**config.mk**
```make
export PLATFORM = sky130hd
export DESIGN_NAME = wb_stream_writer_ctrl
export DESIGN_NICKNAME = d
export VERILOG_FILES = /design/src/rtl/wb_streamer_pkg.sv /design/src/rtl/wb_stream_writer_ctrl.sv
export SDC_FILE = /design/constraint.sdc
export NUM_CORES = 1
export LEC_CHECK = 0
export BUFFER_PORTS_ARGS = -buffer_cell sky130_fd_sc_hd__buf_2
export CORE_MARGIN = 5
export CORE_UTILIZATION = 25
export CTS_BUF_LIST = sky130_fd_sc_hd__clkbuf_8
export CTS_CLUSTER_DIAMETER = 120
export CTS_CLUSTER_SIZE = 12
export DETAILED_ROUTE_END_ITERATION = 16
export PLACE_DENSITY_LB_ADDON = 0.08
export SLEW_MARGIN = 0
export SYNTH_ARGS = -nofsm -noshare
export SYNTH_HDL_FRONTEND = slang
export SYNTH_SLANG_ARGS = --single-unit
```
**constraint.sdc**
```tcl
create_clock -name wb_clk_i -period 4.4 [get_ports wb_clk_i]
set_input_delay 0 -clock wb_clk_i [delete_from_list [all_inputs] [get_ports wb_clk_i]]
set_output_delay 0 -clock wb_clk_i [all_outputs]
set_load 0.01 [all_outputs]
```
**src/rtl/wb_streamer_pkg.sv**
```systemverilog
// Shared definitions for the stream writer Wishbone engine.
// No logic: cycle-type / burst-type constants and the controller state enum.
// No backpressure: pure type and constant declarations.
package wb_streamer_pkg;

  // Wishbone registered-feedback cycle type identifiers
  localparam logic [2:0] CTI_CLASSIC = 3'b000;
  localparam logic [2:0] CTI_INC     = 3'b010;
  localparam logic [2:0] CTI_EOB     = 3'b111;

  // Burst type: linear incrementing
  localparam logic [1:0] BTE_LINEAR  = 2'b00;

  typedef enum logic [1:0] {
    IDLE,
    WAIT,
    BURST,
    DONE
  } state_t;

endpackage

```
**src/rtl/wb_stream_writer_ctrl.sv**
```systemverilog
// Wishbone burst-read engine: fetches a buffer in incrementing bursts and pushes each word into the output FIFO.
// Latency: enable -> first strobe two cycles later at the earliest; one beat per cycle with a zero-wait slave.
// Backpressure: a burst only starts once the FIFO has room for every beat of it; slave stalls hold strobe high.
module wb_stream_writer_ctrl
  import wb_streamer_pkg::*;
#(
  parameter int WB_AW   = 32,
  parameter int WB_DW   = 32,
  parameter int FIFO_AW = 5
) (
  input  logic                 wb_clk_i,
  input  logic                 wb_rst_ni,
  input  logic                 enable,
  input  logic [WB_AW-1:0]     start_adr,
  input  logic [WB_AW-1:0]     buf_size,
  input  logic [WB_AW-1:0]     burst_size,
  output logic [WB_AW-1:0]     wbm_adr_o,
  output logic [WB_DW-1:0]     wbm_dat_o,
  output logic [WB_DW/8-1:0]   wbm_sel_o,
  output logic                 wbm_we_o,
  output logic                 wbm_cyc_o,
  output logic                 wbm_stb_o,
  output logic [2:0]           wbm_cti_o,
  output logic [1:0]           wbm_bte_o,
  input  logic [WB_DW-1:0]     wbm_dat_i,
  input  logic                 wbm_ack_i,
  input  logic                 wbm_err_i,
  output logic [WB_DW-1:0]     fifo_d_o,
  output logic                 fifo_wr_o,
  input  logic [FIFO_AW:0]     fifo_cnt_i,
  output logic                 busy_o,
  output logic                 irq_o,
  output logic                 err_o
);

  // Counters sized to hold a full FIFO's worth of beats (0..2^FIFO_AW)
  localparam int              CW      = FIFO_AW + 1;
  localparam logic [CW-1:0]   DEPTH   = CW'(2**FIFO_AW);
  localparam logic [WB_AW-1:0] DEPTH_A = WB_AW'(2**FIFO_AW);
  localparam logic [WB_AW-1:0] STRIDE  = WB_AW'(WB_DW/8);

  state_t           r_state;
  state_t           w_state_nxt;
  logic [WB_AW-1:0] r_adr;
  logic [WB_AW-1:0] r_remaining;
  logic [CW-1:0]    r_blen;
  logic [CW-1:0]    r_beat_cnt;
  logic             r_err;

  logic [CW-1:0]    w_free;
  logic [CW-1:0]    w_beats;
  logic [CW-1:0]    w_blen_lat;
  logic             w_start;
  logic             w_burst_go;
  logic             w_ack;
  logic             w_err_beat;
  logic             w_last_beat;

  // Enable is only honoured from IDLE; anything arriving while busy is dropped
  assign w_start     = (r_state == IDLE) && enable;
  assign w_free      = DEPTH - fifo_cnt_i;
  assign w_beats     = (r_remaining < WB_AW'(r_blen)) ? r_remaining[CW-1:0] : r_blen;
  assign w_burst_go  = (r_state == WAIT) && (w_free >= w_beats);
  // Error takes priority over a simultaneous ack: that beat is discarded
  assign w_err_beat  = (r_state == BURST) && wbm_err_i;
  assign w_ack       = (r_state == BURST) && wbm_ack_i && !wbm_err_i;
  assign w_last_beat = (r_beat_cnt == CW'(1));

  // Burst length on latch: zero means one beat, and never more than the FIFO can hold
  always_comb begin
    w_blen_lat = burst_size[CW-1:0];
    if (burst_size == '0) begin
      w_blen_lat = CW'(1);
    end else if (burst_size > DEPTH_A) begin
      w_blen_lat = DEPTH;
    end
  end

  // State register; reset drops cyc/stb immediately through the state decode
  always_ff @(posedge wb_clk_i or negedge wb_rst_ni) begin
    if (!wb_rst_ni) begin
      r_state <= IDLE;
    end else begin
      r_state <= w_state_nxt;
    end
  end

  // Next-state and bus/status output decode
  always_comb begin
    w_state_nxt = r_state;
    wbm_cyc_o   = 1'b0;
    wbm_stb_o   = 1'b0;
    wbm_cti_o   = CTI_CLASSIC;
    irq_o       = 1'b0;
    busy_o      = (r_state != IDLE);
    fifo_wr_o   = w_ack;
    case (r_state)
      IDLE: begin
        if (enable) begin
          w_state_nxt = (buf_size == '0) ? DONE : WAIT;
        end
      end
      WAIT: begin
        if (w_burst_go) begin
          w_state_nxt = BURST;
        end
      end
      BURST: begin
        wbm_cyc_o = 1'b1;
        wbm_stb_o = 1'b1;
        wbm_cti_o = w_last_beat ? CTI_EOB : CTI_INC;
        if (wbm_err_i) begin
          w_state_nxt = DONE;
        end else if (wbm_ack_i && w_last_beat) begin
          w_state_nxt = (r_remaining == WB_AW'(1)) ? DONE : WAIT;
        end
      end
      DONE: begin
        irq_o       = 1'b1;
        w_state_nxt = IDLE;
      end
      default: w_state_nxt = IDLE;
    endcase
  end

  // Transfer bookkeeping: address, words left, beats left in burst, sticky error
  always_ff @(posedge wb_clk_i or negedge wb_rst_ni) begin
    if (!wb_rst_ni) begin
      r_adr       <= '0;
      r_remaining <= '0;
      r_blen      <= CW'(1);
      r_beat_cnt  <= '0;
      r_err       <= 1'b0;
    end else begin
      if (w_start) begin
        r_adr       <= start_adr;
        r_remaining <= buf_size;
        r_blen      <= w_blen_lat;
        r_err       <= 1'b0;
      end
      if (w_burst_go) begin
        r_beat_cnt <= w_beats;
      end
      if (w_ack) begin
        r_adr       <= r_adr + STRIDE;
        r_remaining <= r_remaining - WB_AW'(1);
        r_beat_cnt  <= r_beat_cnt - CW'(1);
      end
      if (w_err_beat) begin
        r_err <= 1'b1;
      end
    end
  end

  assign wbm_adr_o = r_adr;
  assign wbm_dat_o = '0;
  assign wbm_sel_o = '1;
  assign wbm_we_o  = 1'b0;
  assign wbm_bte_o = BTE_LINEAR;
  assign fifo_d_o  = wbm_dat_i;
  assign err_o     = r_err;

endmodule

```
# Word-level counts from Yosys, hierarchy flattened
# Cells that the tools add are included.
[op_classes]
n_mux = 22
n_reduce_logical = 15
n_eq_ne = 8
shift = 0
n_bitwise = 0
n_div = 0
order_cmp = 3
multipliers = 0
n_addsub = 4
[op_table]
columns = ["cell", "n"]
rows = [
  ["32-bit 2-to-1 mux", 4],
  ["32-bit logical NOT", 2],
  ["32-bit by 3-bit adder with 32-bit output, second input constant", 1],
  ["32-bit by 1-bit equality test with 1-bit output, second input constant", 1],
  ["32-bit by 6-bit > comparator with 1-bit output, second input constant", 1],
  ["32-bit by 6-bit < comparator with 1-bit output", 1],
  ["32-bit by 1-bit subtractor with 32-bit output, second input constant", 1],
  ["6-bit 2-to-1 mux", 5],
  ["2-bit 2-to-1 mux", 6],
  ["2-bit case mux with 4 select lines", 1],
  ["2-bit nonzero test", 4],
  ["6-bit by 1-bit equality test with 1-bit output, second input constant", 1],
  ["6-bit greater-or-equal comparator", 1],
  ["1-bit logical AND", 6],
  ["3-bit 2-to-1 mux", 2],
  ["6-bit by 1-bit subtractor with 6-bit output, second input constant", 1],
  ["6-bit subtractor, first input constant", 1],
  ["2-bit equality test, second input constant", 2],
  ["1-bit 2-to-1 mux", 4],
  ["2-bit != test, second input constant", 2],
  ["3-bit by 2-bit != test with 1-bit output, second input constant", 1],
  ["3-bit AND reduction", 1],
  ["2-bit by 1-bit equality test with 1-bit output, second input constant", 1],
  ["2-bit logical NOT", 1],
  ["1-bit logical NOT", 1],
]
[word_totals]
mem_bits_rw = 0
n_memories = 0
romBits = 0
register_bits = 79
out_inout_bits = 112
latchBits = 0

# Longest topological paths before layout
# Gate-level depths: netlist of run 1.
[logic_depth]
word_depth = 6
ltp_mapped = 14
depth_no_buf = 13

# Worst setup path after synthesis of run 1
# No wires, ideal clock.
[synth_path]
path_kind = "register to register"
start = "reg r_remaining[20]"
end = "reg r_beat_cnt[5]"
synth_period_minus_slack_ps = 3720
path_buffers = 2
arrival_time_ps = 3593
stages_incl_launch_ff = 13
required_time_ps = 4274
slack_ps = 680
path_cell_list = "dfrtp_1 -> or4_4 -> or3_4 -> or4_4 -> buf_6 -> o21ai_1 -> and2_1 -> ha_1 -> a21o_1 -> a31o_2 -> a21o_1 -> clkbuf_1 -> a311o_1"
[synth_via]
elab_chain_cells = 5
[synth_lines]
columns = ["element", "line", "rtl"]
rows = [
  ["start, declared", "wb_stream_writer_ctrl.sv:45", "logic [WB_AW-1:0] r_remaining;"],
  ["start signal, assigned", "wb_stream_writer_ctrl.sv:137", "r_remaining <= buf_size;"],
  ["start signal, assigned", "wb_stream_writer_ctrl.sv:146", "r_remaining <= r_remaining - WB_AW'(1);"],
  ["32-bit by 6-bit < comparator with 1-bit output (*)", "wb_stream_writer_ctrl.sv:62", "assign w_beats = (r_remaining < WB_AW'(r_blen)) ? r_remaining[CW-1:0] : r_blen;"],
  ["6-bit 2-to-1 mux (*)", "wb_stream_writer_ctrl.sv:62", ""],
  ["6-bit greater-or-equal comparator", "wb_stream_writer_ctrl.sv:63", "assign w_burst_go = (r_state == WAIT) && (w_free >= w_beats);"],
  ["1-bit logical AND", "wb_stream_writer_ctrl.sv:63", ""],
  ["2-bit nonzero test (no source line)", "n/a", ""],
  ["end signal, assigned", "wb_stream_writer_ctrl.sv:142", "r_beat_cnt <= w_beats;"],
  ["end signal, assigned", "wb_stream_writer_ctrl.sv:147", "r_beat_cnt <= r_beat_cnt - CW'(1);"],
  ["end, declared", "wb_stream_writer_ctrl.sv:47", "logic [CW-1:0] r_beat_cnt;"],
]
# Mark *: on every way between the ends. The rest lies on a longest branch, timed or not. The select of a mux whose other input is x is not followed.
# A chain may end at the register's enable or synchronous reset.

# Final worst setup path of run 1
[layout_path]
start = "reg r_remaining[19]"
end = "reg r_beat_cnt[5]"
# The elaborated chain is that of the path after synthesis.

==> metrics.csv, run 1 <==
metric;value;unit
vias_per_cell;5.004;
grt.total_usage;0.1482;
synth_warnings;0;
cts_setup_buffers;0;
slew_viol_final;0;
timing.setup.tns;0;ns
reg2regPathDepth;11;
h-tree-depth;3;
vias;5594;
r2r-start;r_remaining[19]$_DFFE_PN0P_;
status;complete, no violations;
boundaryPins;251;
seq_area_frac_synth;0.3546;
drive_gt1_frac;0.2258;
drt_iter0_drc;221;
clock_skew;0.01044;ns
endpoint;r_beat_cnt[5]$_DFFE_PN0P_;
cpMaxStageDelayCell;or4_4;
drt_pass1_iterations;6;
vdd_drop_max;0.2213;mV
worstSetupEndpointType;flip-flop;
die_y;159.4;µm
port_buffers;147;
clock_path_buffers;2;
place_area;0.006235;mm²
overflow;0;
cp.required;4.65;ns
die_w;159.4;µm
synth_top_area_frac;0.3499;
grt_max_degree;69;
coreArea;0.02189;mm²
cp.depth;11;
synth_area_leaders;dfrtp_1 35%, buf_4 10%, nand2_1 5.8%;
avgSynthCellArea;8.531;µm²
rows;54;
fin_crit;3.993;ns
total_power;3.575;mW
crit_buf_inv;0;
postRouteAntennaNets;0;
ys_ff_latch;79;
crit_start;r_remaining[19]$_DFFE_PN0P_;
antenna_found_initial;1;
rsz0062_at_grt;false;
ff2ff_setup_slack;0.41;ns
cts_tree;built;
design.die.area;0.02540;mm²
hold_start;wbm_dat_i[24];
hold_class;input port to output port;
wl_per_cell;17.28;µm
routed_wl;19.31;mm
period_share;0.9075;
syn_area;0.005579;mm²
fill_cells;2340;
path_max_fanout;12;
p_per_area;499.4;mW/mm²
synthTopCellsByCount;86 x nand2_1, 78 x dfrtp_1, 74 x buf_4;
slowest_delay;0.61;ns
ys.flop_type;dfrtp_1;
nets;988;
initial_core_util;0.2549;
crit_chain;or4_4 > or3_4 > or4_4 > o21ai_1 > and2_1 > ha_1 > a21o_1 > a31o_2 > a21o_1 > and4_1 > a311o_1;
root_buffer;clkbuf_8;
startpoint_type;flip-flop;
area_growth;28.30;%
cts_buffers;9;
leakagePower;3.156;nW
cp_top_family;simple AND/OR/NAND/NOR gates;
grt_pass1_vias;5781;
synth_edf_count;0;
worst_ep_arrival_time;4.24;ns
cts.sinks;79;
place_congestion;0.7558;
grt_pass1_wl;31.17;mm
fmax;250.4;MHz
hold_violations;0;
max-slew-margin-rel;0.3615;
clk_latency;0.37;ns
synthMostInstantiatedCell;nand2_1;
cts.clk_slew.worst_paths;0.08;ns
cts_resized;0;
criticalPathCategory;flip-flop to flip-flop;
synth_cell_types;63;
worstReg2RegEnd;r_beat_cnt[5]$_DFFE_PN0P_;
min_path_cells;0;
async_reset_ff_frac;1.000;
fin_area;0.007158;mm²
timing.max_cap.violations;0;
synthCells;654;
yosys.area.top_type;dfrtp_1;
finalSetupViolations;0;
dp_hpwl;14.18;mm
drc;0;
tightestPinTransition;0.9490;ns
[per-stage QoR]
stage                     setup WS (ns)  instances  hold WS (ns)  utilization
final                            0.4068       1118   0.000003893       0.3270
after global routing             0.2655       1118    0.00001676       0.3270
after CTS                        0.4014       1117    0.00006862       0.3269
after detailed placement         0.4469       1028    0.00006862       0.2848
after global placement           0.5073       1028    0.00006862       0.2848
after floorplan                  0.6802        691       -0.2956            -
[worst register-to-register path: stages (launching register included)]
cell     delay (ns)
dfrtp_1        0.42
or4_4          0.53
or3_4          0.42
or4_4          0.61
o21ai_1        0.20
and2_1         0.16
ha_1           0.25
a21o_1         0.21
a31o_2         0.25
a21o_1         0.27
and4_1         0.25
a311o_1        0.30
[final cells by class]
cell class | count | area (µm²) | area share
Sequential cell | 79 | 1978 | 0.2764
Tap cell | 280 | 350.3 | 0.04894
Clock inverter | 6 | 52.55 | 0.007341
Timing Repair Buffer | 229 | 1549 | 0.2164
Clock buffer | 10 | 137.6 | 0.01923
Multi-Input combinational cell | 485 | 2983 | 0.4167
Inverter | 28 | 105.1 | 0.01468
Antenna cell | 1 | 2.502 | 0.0003496
[power breakdown]
group          switching [mW]  internal (mW)  leakage [nW]
Sequential              0.390           1.04         0.980
Combinational           0.913          0.665          2.07
Clock                   0.290          0.271         0.108
Total                    1.59           1.98          3.16
[cells by family (layout without fill, tap and decap cells)]
| group | after synthesis | after routing | synth area share |
|---|---|---|---|
| AO/OA/AOI/OAI | 157 | 157 | 0.2079 |
| XOR/XNOR | 6 | 6 | 0.009419 |
| adder cells (fa/ha/maj) | 17 | 17 | 0.03812 |
| buffers and inverters | 127 | 273 | 0.1370 |
| flip-flops | 79 | 79 | 0.3546 |
| multiplexers | 4 | 4 | 0.007401 |
| other | 2 | 40 | 0.001346 |
| AND/OR/NAND/NOR | 262 | 262 | 0.2442 |
[repair_timing]
action,in CTS,in global routing
hold buffers,73,0
hold endpoints to repair,106,0
setup endpoints to repair,0,0
[worst min path at each step]
| stage | endpoint | slack, ns |
|---|---|---|
| floorplan | err_o$_DFFE_PN0P_ | -0.30 |
| global placement | fifo_d_o[0] | 0.00007 |
| detailed placement | fifo_d_o[0] | 0.00007 |
| CTS | fifo_d_o[0] | 0.00007 |
| global route | fifo_d_o[16] | 0.00002 |
| finish | fifo_d_o[24] | 0.000004 |
[cells in the final DEF (no fill, tap or decap), types with 4 or more instances in the layout]
cell type	synthesis	layout
or3_1	4	4
ha_1	17	17
inv_1	28	30
o311ai_0	26	26
nand4_1	16	16
or4_1	9	9
xnor2_1	4	4
a32oi_1	4	4
nor4_1	23	23
nor2b_1	4	4
o21ai_1	4	4
conb_1	2	39
a21o_1	4	4
o21ai_0	20	20
a21oi_1	22	22
dlygate4sd3_1	0	73
a31oi_1	6	6
nor3_1	15	15
buf_2	2	146
dfrtp_1	78	78
a22o_1	6	6
nand2_1	86	85
nand3_1	39	39
a221o_1	11	11
o211ai_1	32	32
a22oi_1	4	4
and4_1	5	5
nor2_1	31	31
and3_1	5	5
or2_2	6	6
clkbuf_8	0	10
buf_4	74	9
[routing by layer]
layer,wire (µm),GRT usage,share of wire
met1,8756,0.1907,0.45
met2,9230,0.2535,0.48
met3,1107,0.03443,0.057
met4,218,0.03296,0.011
met5,0,0,0
[flip-flops by register name, indices dropped and copies added (netlist names)]
name and cells:
r_remaining 32, wbm_adr_o 32, r_beat_cnt 6, r_blen 6, r_state 2, err_o 1
(Power assumes the default switching activity.)
==> inputs of run 2 (changes only) <==
- SETUP_SLACK_MARGIN: default -> 0.5
==> run 2 against run 1 <==
Register-to-register slack better by 0.26 ns. Sequential power hardly changed. Count of clock-buffer cells in the layout unchanged. Combinational power is essentially flat. Largest cell class unchanged. Highest routed layer unchanged.
==> metrics.csv, run 2 (same netlist as run 1, synthesis figures left out) <==
metric;value;unit;change
status;complete, no violations;;unchanged
overflow;0;;unchanged
clockPowerShare;0.157;;about the same
timing.setup.tns;0;ns;unchanged
clock_skew;0.01094;ns;was 0.01044 ns
nets;991;;was 988
antenna_found_initial;1;;unchanged
power.switching;1.599;mW;was 1.593 mW
fill_cells;2338;;was 2340
cp.required;4.65;ns;about the same
criticalPathCategory;flip-flop to flip-flop;;unchanged
area_growth;28.84;%;was 28.30%
cts.clk_slew.worst_paths;0.08;ns;about the same
dp_slack;0.4469;ns;unchanged
p_per_area;498.9;mW/mm²;was 499.4 mW/mm²
vias;5587;;was 5594
grt_pass1_wl;31.20;mm;was 31.17 mm
postRouteAntennaNets;0;;unchanged
cts.sinks;79;;unchanged
slew_viol_final;0;;unchanged
vdd_drop_max;0.2216;mV;was 0.2213 mV
rsz0062_at_grt;false;;unchanged
swShare;0.4458;;was 0.4457
boundaryPins;251;;unchanged
worst_ep_arrival_time;3.99;ns;was 4.24 ns
drive_gt1_frac;0.2310;;was 0.2258
tightestPinTransition;0.9491;ns;was 0.9490 ns
timing.hold.ws;0.000003893;ns;unchanged
fin_ws;0.6638;ns;was 0.4068 ns
wl_met1;8.839;mm;was 8.756 mm
clock_path_buffers;2;;unchanged
drc;0;;unchanged
top_layer;met4;;unchanged
design.die.area;0.02540;mm²;unchanged
hold_class;input port to output port;;unchanged
grt_max_degree;69;;unchanged
power_frac_seq;0.400;;was 0.401
mostFrequentLayoutCells;146 x buf_2, 85 x nand2_1, 78 x dfrtp_1;;unchanged
vias_per_cell;4.984;;was 5.004
grt.total_usage;0.1485;;was 0.1482
final_util;0.3284;;was 0.3270
startpoint_type;flip-flop;;unchanged
wl_met3;1.056;mm;was 1.107 mm
port_buffers;147;;unchanged
h-tree-depth;3;;unchanged
wl_met2;9.284;mm;was 9.230 mm
die_y;159.4;µm;unchanged
hold_violations;0;;unchanged
leakagePower;3.171;nW;was 3.156 nW
fin_crit;3.736;ns;was 3.993 ns
drt_iter0_drc;205;;was 221
path_max_fanout;7;;was 12
drt_pass1_iterations;4;;was 6
clk_latency;0.37;ns;about the same
final_common_cell;buf_2;;unchanged
cts_buffers;9;;unchanged
place_congestion;0.7558;;unchanged
routed_wl;19.44;mm;was 19.31 mm
grt_pass1_vias;5786;;was 5781
dp_hpwl;14.18;mm;unchanged
max-slew-margin-rel;0.3615;;about the same
die_w;159.4;µm;unchanged
rows;54;;unchanged
root_buffer;clkbuf_8;;unchanged
coreArea;0.02189;mm²;unchanged
finalSetupViolations;0;;unchanged
fmax;267.6;MHz;was 250.4 MHz
timing.max_cap.violations;0;;unchanged
internal-power;1.988;mW;was 1.981 mW
initial_core_util;0.2549;;unchanged
period_share;0.8491;;was 0.9075
combPwrFrac;0.443;;was 0.442
wl_per_cell;17.35;µm;was 17.28 µm
cts_tree;built;;unchanged
worstSetupEndpointType;flip-flop;;unchanged
[run 2: cell types whose count changed in the layout (fill, tap and decap cells not counted), sizes merged]
| cell | before | now |
|---|---|---|
| buf | 156 | 159 |
[run 2: final cells by class]
type	count	area (µm²)	share of cell area
clock inverters	6	52.55	0.007311
diodes	1	2.502	0.0003481
multi-input cells	485	2990	0.4160
repair buffers	232	1572	0.2186
well taps	280	350.3	0.04874
inverters	28	105.1	0.01462
flip-flops and latches	79	1978	0.2752
clock buffers	10	137.6	0.01915
[run 2: repair_timing]
action	in CTS	in global routing
pin swaps	1	2
buffers inserted	1	2
hold buffers	73	0
endpoints found under the hold margin	106	0
resized for setup	1	3
endpoints found under the setup margin	1	2
[run 2: stage by stage]
stage | instance area (µm²) | power, mW | std cells
after floorplan | 5718 | 2.420 | 691
after global placement | 6235 | 2.968 | 1028
final | 7188 | 3.586 | 1121
after detailed placement | 6235 | 2.991 | 1028
after CTS | 7164 | 3.630 | 1118
after global routing | 7188 | 3.890 | 1121
[run 2: routing by layer]
metal,GRT usage,up-vias
met1,0.1904,2691
met4,0.03296,0
li1,-,2712
met5,0,-
met2,0.2548,163
met3,0.03443,21
[run 2: worst max-delay path: stages (launching register included)]
cell and delay (ns):
dfrtp_1 0.43, or4_4 0.56, or2_4 0.28, or4_4 0.57, o21ai_2 0.16, and2_1 0.15, ha_1 0.25, a21o_1 0.21
a31o_2 0.25, a21o_2 0.23, and4_1 0.21, a311o_1 0.31
[run 2: power by group through the flow]
stage | Combinational, mW | Sequential, mW | Clock (mW)
after floorplan | 1.02 | 1.40 | 0
after global placement | 1.53 | 1.43 | 0
after detailed placement | 1.55 | 1.44 | 0
after CTS | 1.61 | 1.43 | 0.591
after global routing | 1.78 | 1.50 | 0.618
final | 1.59 | 1.44 | 0.563
[run 2: worst paths after layout]
| check | from | endpoint | slack [ns] | cells after the start |
|---|---|---|---|---|
| worst min-delay path | wbm_dat_i[24] | fifo_d_o[24] | 0.000004 | 0 |
| worst max register to register | r_remaining[14]$_DFFE_PN0P_ | r_beat_cnt[5]$_DFFE_PN0P_ | 0.66 | 11 |
| max in group asynchronous | wb_rst_ni | wbm_adr_o[21]$_DFFE_PN0P_ | 3.22 | 3 |
| worst min register to register | wbm_adr_o[0]$_DFFE_PN0P_ | wbm_adr_o[0]$_DFFE_PN0P_ | 0.48 | 2 |
| worst max-delay path | r_remaining[14]$_DFFE_PN0P_ | r_beat_cnt[5]$_DFFE_PN0P_ | 0.66 | 11 |
| min in group asynchronous | wb_rst_ni | r_remaining[2]$_DFFE_PN0P_ | 0.15 | 2 |
